`src/rtl/cache_pkg.sv`:
```
// Shared sizing helpers and entry layout for the set-associative cache.
// Used by the storage array and by the cache controller.
package cache_pkg;

    function automatic int way_bits(input int num_ways);
        return $clog2(num_ways);
    endfunction

    function automatic int set_bits(input int num_sets);
        return $clog2(num_sets);
    endfunction

    function automatic int offset_bits(input int block_size);
        return $clog2(block_size / 8);
    endfunction

    function automatic int tag_bits(
        input int addr_size,
        input int num_sets,
        input int block_size
    );
        return addr_size - set_bits(num_sets) - offset_bits(block_size);
    endfunction

    localparam int DefTagBits   = tag_bits(32, 4, 32);
    localparam int DefBlockBits = 32;

    typedef struct packed {
        logic                    valid;
        logic [DefTagBits-1:0]   tag;
        logic [DefBlockBits-1:0] data;
    } cache_entry_t;

endpackage

```
`src/rtl/cache_way.sv`:
```
// One way of the cache: NUM_SETS entries of {valid, tag, data}.
// Synchronous fill port, combinational read and tag compare.
module cache_way #(
    parameter int NUM_SETS   = 4,
    parameter int SET_SIZE   = 2,
    parameter int TAG_SIZE   = 28,
    parameter int BLOCK_SIZE = 32
) (
    input  logic                  clk,
    input  logic                  rst,
    input  logic [SET_SIZE-1:0]   set,
    input  logic [TAG_SIZE-1:0]   tag,
    input  logic                  write_enable,
    input  logic [BLOCK_SIZE-1:0] write_data,
    output logic [BLOCK_SIZE-1:0] read_data,
    output logic                  hit,
    output logic                  valid
);

    logic                  r_valid [NUM_SETS];
    logic [TAG_SIZE-1:0]   r_tag   [NUM_SETS];
    logic [BLOCK_SIZE-1:0] r_data  [NUM_SETS];

    always_ff @(posedge clk) begin
        if (rst) begin
            for (int i = 0; i < NUM_SETS; i++) begin
                r_valid[i] <= 1'b0;
                r_tag[i]   <= '0;
                r_data[i]  <= '0;
            end
        end else if (write_enable) begin
            r_valid[set] <= 1'b1;
            r_tag[set]   <= tag;
            r_data[set]  <= write_data;
        end
    end

    // hit is the raw compare; valid qualifies it with the entry's valid bit
    assign read_data = r_data[set];
    assign hit       = (r_tag[set] == tag);
    assign valid     = r_valid[set] & hit;

endmodule

```
`src/rtl/cache_memory.sv`:
```
// Set-associative cache storage array: NUM_WAYS ways of cache_way,
// read_data muxed by way, per-way raw hits and valid-qualified hits.
module cache_memory
    import cache_pkg::*;
#(
    parameter int ADDR_SIZE  = 32,
    parameter int NUM_SETS   = 4,
    parameter int NUM_WAYS   = 2,
    parameter int BLOCK_SIZE = 32,
    localparam int WaySize    = way_bits(NUM_WAYS),
    localparam int SetSize    = set_bits(NUM_SETS),
    localparam int OffsetSize = offset_bits(BLOCK_SIZE),
    localparam int TagSize    = ADDR_SIZE - SetSize - OffsetSize
) (
    input  logic                  clk,
    input  logic                  rst,
    input  logic [WaySize-1:0]    way,
    input  logic [SetSize-1:0]    set,
    input  logic [TagSize-1:0]    tag,
    input  logic                  write_enable,
    input  logic [BLOCK_SIZE-1:0] write_data,
    output logic [BLOCK_SIZE-1:0] read_data,
    output logic [NUM_WAYS-1:0]   hits,
    output logic [NUM_WAYS-1:0]   valid_flags
);

    logic [BLOCK_SIZE-1:0] w_rdata [NUM_WAYS];
    logic [NUM_WAYS-1:0]   w_we;

    for (genvar w = 0; w < NUM_WAYS; w++) begin : g_way
        assign w_we[w] = write_enable && (way == WaySize'(w));

        cache_way #(
            .NUM_SETS   (NUM_SETS),
            .SET_SIZE   (SetSize),
            .TAG_SIZE   (TagSize),
            .BLOCK_SIZE (BLOCK_SIZE)
        ) u_way (
            .clk          (clk),
            .rst          (rst),
            .set          (set),
            .tag          (tag),
            .write_enable (w_we[w]),
            .write_data   (write_data),
            .read_data    (w_rdata[w]),
            .hit          (hits[w]),
            .valid        (valid_flags[w])
        );
    end

    assign read_data = w_rdata[way];

endmodule

```
`config.mk`:
```
export PLATFORM = sky130hd
export DESIGN_NAME = cache_memory
export DESIGN_NICKNAME = d
export VERILOG_FILES = /design/src/rtl/cache_pkg.sv /design/src/rtl/cache_way.sv /design/src/rtl/cache_memory.sv
export SDC_FILE = /design/constraint.sdc
export NUM_CORES = 1
export LEC_CHECK = 0
export ABC_AREA = 1
export BUFFER_PORTS_ARGS = -buffer_cell sky130_fd_sc_hd__buf_2
export CORE_UTILIZATION = 30
export CTS_CLUSTER_DIAMETER = 150
export DETAILED_ROUTE_END_ITERATION = 8
export SLEW_MARGIN = 20
export SYNTH_ARGS = -nofsm -noshare
export SYNTH_HDL_FRONTEND = slang
export SYNTH_SLANG_ARGS = --single-unit
```
`constraint.sdc`:
```
create_clock -name clk -period 8.5 [get_ports clk]
set_clock_uncertainty 0.1 [all_clocks]
set_input_delay 1.275 -clock clk [delete_from_list [all_inputs] [get_ports clk]]
set_output_delay 1.275 -clock clk [all_outputs]
set_load 0.005 [all_outputs]
```
==> results of run 1 <==
==> final cells by class <==
class / instances / area [µm²] / share of cell area (%)
clock inverter: 28 / 163 / 0.639
multi-input combinational: 1542 / 6480 / 25.5
tap: 969 / 1210 / 4.77
timing repair buffer: 125 / 773 / 3.04
inverter: 232 / 877 / 3.45
antenna: 1 / 2.50 / 0.00984
clock buffer: 62 / 1270 / 5.01
sequential: 488 / 14700 / 57.6
==> cell families after synthesis <==
| logic type | synth area share [%] |
|---|---|
| simple gates | 23.8 |
| flops | 64.8 |
| compound gates | 4.46 |
| buf+inv | 6.99 |
==> worst max path at each step <==
stage	startpoint	to	cells after the start	slack [ps]
floorplan	set[0]	g_way[1].u_way.r_data[3][0]	5	1770
global placement	set[0]	hits[0]	14	2650
detailed placement	set[0]	valid_flags[1]	14	2660
CTS	set[0]	valid_flags[1]	14	2630
global route	set[1]	valid_flags[1]	12	2470
finish	set[1]	hits[0]	12	2720
==> cells in the final DEF (no fill, tap or decap), types with 40 or more instances in the layout <==
master / count
nand3_1: 165
inv_1: 193
o21ai_0: 96
edfxtp_1: 488
buf_2: 99
clkbuf_16: 49
nor2_1: 682
clkinv_1: 40
nand2_1: 516
==> stage by stage <==
| stage | instance area (µm²) | cells | power [W] | hold WS (ps) |
|---|---|---|---|---|
| 6_report | 25400 | 3447 | 0.00536 | 946 |
| 5_1_grt | 25400 | 3446 | 0.00556 | 931 |
| 4_1_cts | 25400 | 3444 | 0.00540 | 919 |
| 3_5_place_dp | 23900 | 3354 | 0.00341 | 1520 |
| 3_3_place_gp | 23900 | 3352 | 0.00340 | 1520 |
| 2_1_floorplan | 22600 | 2400 | 0.00322 | 1370 |
==> flip-flops by register name, summed over array words and instances (netlist names) <==
signal               count
g_way.u_way.r_data     256
g_way.u_way.r_tag      224
g_way.u_way.r_valid      8
==> power by group through the flow <==
stage | logic (W) | clock network, W | registers (W)
6_report | 0.000511 | 0.00200 | 0.00285
5_1_grt | 0.000575 | 0.00213 | 0.00286
4_1_cts | 0.000515 | 0.00203 | 0.00285
3_5_place_dp | 0.000513 | 0 | 0.00290
3_3_place_gp | 0.000506 | 0 | 0.00289
2_1_floorplan | 0.000328 | 0 | 0.00290
==> per-layer routing <==
metal / vias to the layer above / part of all wire [%] / track usage [%]
li1: 7916 / - / -
met1: 7932 / 46 / 22.6
met3: 83 / 7.0 / 2.78
met2: 546 / 46 / 25.6
met4: 2 / 1.5 / 3.30
met5: - / 0.018 / 0
==> worst max-delay path, delay by kind of cell <==
family / cells / cell delay, ps
and+or+nand+nor: 8 / 1200
buffers and inverters: 4 / 1890
==> run summary, run 1 <==
CTS Hold Bufs - 0
Leak - 10.4 nW
WL/cell - 17.9 µm
GRT Total Usage - 16.0%
Slowest stage delay, CP - 850 ps
Number of clock sinks - 488
Int Pwr - 0.00404 W
Crit Path Class - in -> out
Clk buf depth - 3
Async SR Flop Fraction - 0%
Congestion Overflow GR - 0
Top post-synthesis cells by count - nor2_1 (682), nand2_1 (522), edfxtp_1 (488)
DRC - 0
Pin count of the biggest net entering global routing - 152
First-pass GRT wire length - 94.8 mm
Die height - 277 µm
Synth Instances - 2,400
Port Buffers - 101
Startpoint types - input pin
PD cells - 211 nW/µm²
Leading area contributor after synthesis - edfxtp_1
Top area cells in the synthesized netlist - edfxtp_1 (65%), nor2_1 (11%), nand2_1 (8.7%)
Setup repair after global routing missed its margin - no
Layout Utilization - 34.1%
Final setup fails - 0
Max capacitance violation total - 0
Place WS - 2660 ps
CP Max Fanout - 76
Clk slew on worst S/H paths - 60 ps
Initial core utilization - 30.3%
HPWL after detailed placement - 32.4 mm
Comb pwr share - 9.5%
Synth top area share - 64.8%
Outcome - completed
Worst Min Path Start - rst
Final period util - 68.0%
Core Footprint - 74,600 µm²
Final Hold Viols - 0
Share of layout cells above drive strength 1 - 8.64%
Fin worst setup slack - 2720 ps
Number of synthesized flops with an enable pin - 488
Crit path cell chain - buf_6 -> buf_4 -> buf_4 -> nand3_1 -> nand3_1 -> nand2_1 -> nor2_1 -> nand2_1 -> nor2_1 -> nand2_1 -> nor2_1 -> buf_2
Top-count cell post-synth - nor2_1
Critical path required time - 7120 ps
Slowest CP cell - buf_4
Max-slew violation count - 0
Max Clk Rate - 0.173 GHz
Post-CTS Setup Repair Bufs - 0
Clk pwr share - 37.3%
Drt pass-1 iters - 5
Crit path DAT - 4410 ps
Total wire length - 61.7 mm
Ys flop type - edfxtp_1
Die Wd - 277 µm
#FFs+latches synth - 488
Hold depth - 2
Yosys cell types - 20
Ports - 102
Root buffer cell - clkbuf_16
Setup TNS - 0 ps
Total Die Area - 76,500 µm²
1st-iter DRT viols - 1,369
Mean number of vias per cell - 4.78
Max IR drop VDD - 0.158 mV
# H-tree levels - 2
CTS tree - yes
Routed via count - 16.5k
Mapped cell area - 22,600 µm²
NetSw - 0.00132 W
Switching share of total power - 24.6%
Row cnt - 100
Measured slew at the worst slew-check pin - 1080 ps
P&R area growth vs syn - 12.4%
Ys Warns - 0
Worst Hold Class - in -> reg
Final ANT Viol Nets - 0
Syn nets - 2,466
Number of fill cells in the layout - 7,593
Post-synthesis sequential area ratio - 64.8%
Avg Cell Area, Syn - 9.43 µm²
Num CTS Buffers - 49
Sequential power share - 53.1%
Worst setup EP type - output port
Number of global-route vias before repair - 15.7k
Initial antenna violation count - 4
Final Wtd Congestion - 0.769
CTS resizes - 0
Number of nets in the layout - 2,504
Headroom to the max-slew limit - 27.7%
Final worst path period need - 5780 ps
Hold path endpoint - g_way[0].u_way.r_valid[3]
Note: power is estimated with default switching activity, not from simulation.
==> run 2, diff against run 1 <==
--- a/config.mk
+++ b/config.mk
@@ -5,7 +5,7 @@
 export SDC_FILE = /design/constraint.sdc
 export NUM_CORES = 1
 export LEC_CHECK = 0
-export ABC_AREA = 1
+export ABC_AREA = 0
 export BUFFER_PORTS_ARGS = -buffer_cell sky130_fd_sc_hd__buf_2
 export CORE_UTILIZATION = 30
 export CTS_CLUSTER_DIAMETER = 150
==> constraint.sdc (replaced) <==
create_clock -name clk -period 5.2 [get_ports clk]
set_clock_uncertainty 0.1 [all_clocks]
set_input_delay 0.78 -clock clk [delete_from_list [all_inputs] [get_ports clk]]
set_output_delay 0.78 -clock clk [all_outputs]
set_load 0.005 [all_outputs]
==> run summary, run 2 <==
Initial core utilization - 30.3% (-0.044 points)
Initial antenna violation count - 14 (+10)
DR WL met2 - 26.6 mm (-5.7%)
Biggest register - g_way.u_way.r_data
Measured slew at the worst slew-check pin - 972 ps (-108 ps)
Yosys cell types - 26 (+30%)
Root buffer cell - clkbuf_16
Startpoint types - input pin
Routed via count - 11.7k (-29%)
Post-synthesis sequential area ratio - 66.4% (+1.6 points)
DRC - 0 (unchanged)
Crit Path Class - in -> out
Worst setup EP type - output port
Slowest CP cell - mux4_2
Number of global-route vias before repair - 12.5k (-20%)
CP top delay family - buffers and inverters
Row cnt - 99 (-1.0%)
Final worst path period need - 4180 ps
Worst Hold Class - in -> reg
PD cells - 347 nW/µm² (+65%)
Commonest non-fill, non-tap cells in the layout - edfxtp_1 (488), and2_1 (480), mux4_2 (122)
Mean number of vias per cell - 4.74 (-0.89%)
Top Metal Used - met5
CTS tree - yes
Biggest regs - g_way.u_way.r_data: 256 flops, g_way.u_way.r_tag: 224 flops, g_way.u_way.r_valid: 8 flops
Inst Count DP - 2,377 (-29%)
Critical path required time - 4320 ps (-2800 ps)
Port Buffers - 101 (unchanged)
Top area cells in the synthesized netlist - edfxtp_1 (66%), and2_1 (14%), mux4_2 (12%)
Max IR drop VDD - 0.202 mV (+28%)
Slowest stage delay, CP - 560 ps (-290 ps)
Ys flop type - edfxtp_1
Place WS - 909 ps (-1750 ps)
Met1 WL - 24.0 mm (-15%)
Leak - 8.72 nW (-16%)
CTS resizes - 0 (unchanged)
Final Hold Viols - 0 (unchanged)
PnR Total Power - 0.00871 W (+63%)
Top-count cell post-synth - edfxtp_1
GRT Total Usage - 14.7% (-1.2 points)
Synth top area share - 66.4% (+1.6 points)
Commonest non-fill, non-tap cell in the layout - edfxtp_1
CTS Hold Bufs - 0 (unchanged)
Fin cells - 2,465 (-28%)
Total wire length - 54.3 mm (-12%)
Setup repair after global routing missed its margin - no
Pin count of the biggest net entering global routing - 62 (-59%)
First-pass GRT wire length - 82.0 mm (-13%)
Clk slew on worst S/H paths - 60 ps (about the same)
# H-tree levels - 2 (unchanged)
Max FFs per register - 256 (unchanged)
Bufs and invs on worst path - 3 (-1)
P&R area growth vs syn - 13.7%
Final ANT Viol Nets - 0 (unchanged)
Crit path DAT - 3300 ps (-1110 ps)
Max capacitance violation total - 0 (unchanged)
Syn nets - 1,468 (-40%)
Die height - 273 µm (-1.2%)
Crit path cell chain - clkbuf_8 -> buf_4 -> mux4_2 -> xnor2_1 -> nand4_1 -> nor2_1 -> and4_1 -> buf_2
Outcome - completed
Drt pass-1 iters - 4 (-1)
Avg Cell Area, Syn - 15.7 µm² (+67%)
WL/cell - 22.0 µm (+23%)
Setup TNS - 0 ps (unchanged)
Headroom to the max-slew limit - 35.1% (+7.4 points)
Number of nets in the layout - 1,534 (-39%)
Max-slew violation count - 0 (unchanged)
Die Wd - 273 µm (-1.2%)
Leading area contributor after synthesis - edfxtp_1
Worst hold slack - 480 ps (-466 ps)
Fin worst setup slack - 1020 ps (-1700 ps)
#FFs+latches synth - 488 (unchanged)
Total Die Area - 74,700 µm² (-2.5%)
Top post-synthesis cells by count - edfxtp_1 (488), and2_1 (480), mux4_2 (122)
Mapped cell area - 22,100 µm² (-2.5%)
Final period util - 80.4%
Num CTS Buffers - 48 (-2.0%)
CP Max Fanout - 44 (-42%)
Post-CTS Setup Repair Bufs - 0 (unchanged)
Core Footprint - 72,800 µm² (-2.3%)
Final setup fails - 0 (unchanged)
Share of layout cells above drive strength 1 - 22.3% (+14 points)
Met3 wire length - 2.47 mm (-43%)
Async SR Flop Fraction - 0% (unchanged)
HPWL after detailed placement - 29.4 mm (-9.4%)
1st-iter DRT viols - 694 (-49%)
Final Wtd Congestion - 0.708 (-7.9%)
Number of synthesized flops with an enable pin - 488 (unchanged)
Ys Warns - 0 (unchanged)
Clk buf depth - 3 (unchanged)
Number of clock sinks - 488 (unchanged)
Max Clk Rate - 0.239 GHz
Synth Instances - 1,402 (-42%)
Ports - 102 (unchanged)
Congestion Overflow GR - 0 (unchanged)
[run 2: cell count changes after synthesis, sizes merged, moves of 99 or more]
cell and change:
nor2 -682, mux4 +122, nand2 -424, nand3 -164
o21ai -99, inv -202, and2 +480
[run 2: final cells by class]
class	instances	area [µm²]
Clock buffer	62	1270
Clock inverter	24	188
Antenna cell	2	5.00
Tap cell	959	1200
Multi-Input combinational cell	794	6970
Timing Repair Buffer	133	798
Sequential cell	488	14700
Inverter	3	11.3
Fill cell	7001	47700
[run 2: cells by family (layout without fill, tap and decap cells)]
logic type             after synthesis  in the layout  synth area share (%)
multiplexers                       122            122                  12.5
other                                0              2                     0
flip-flops                         488            488                  66.4
AO/OA/AOI/OAI                        2              2                0.0680
AND/OR/NAND/NOR                    614            614                  16.4
buffers and inverters              120            222                  2.41
XOR/XNOR                            56             56                  2.22
[run 2: path summary, 6_finish.rpt]
check / to / from / cells after the start
worst max-delay path: valid_flags[0] / set[0] / 8
worst min-delay path: g_way[0].u_way.r_data[1][2] / write_data[2] / 2
[run 2: metrics by stage]
stage | cell area [µm²] | util [%]
after floorplan | 22100 | -
after global placement | 23600 | 32.4
after detailed placement | 23600 | 32.4
after CTS | 25100 | 34.5
after global routing | 25100 | 34.5
final | 25100 | 34.5
[run 2: metal layers]
layer / up-vias / global-route usage, %
li1: 5196 / -
met1: 6145 / 19.8
met2: 229 / 24.8
met3: 85 / 2.60
met4: 24 / 3.48
met5: - / 0
[run 2: where the power goes]
group | switching [W] | total, W | internal [W]
clock | 0.00145 | 0.00332 | 0.00187
sequential | 0.0000618 | 0.00465 | 0.00459
combinational | 0.000424 | 0.000740 | 0.000316
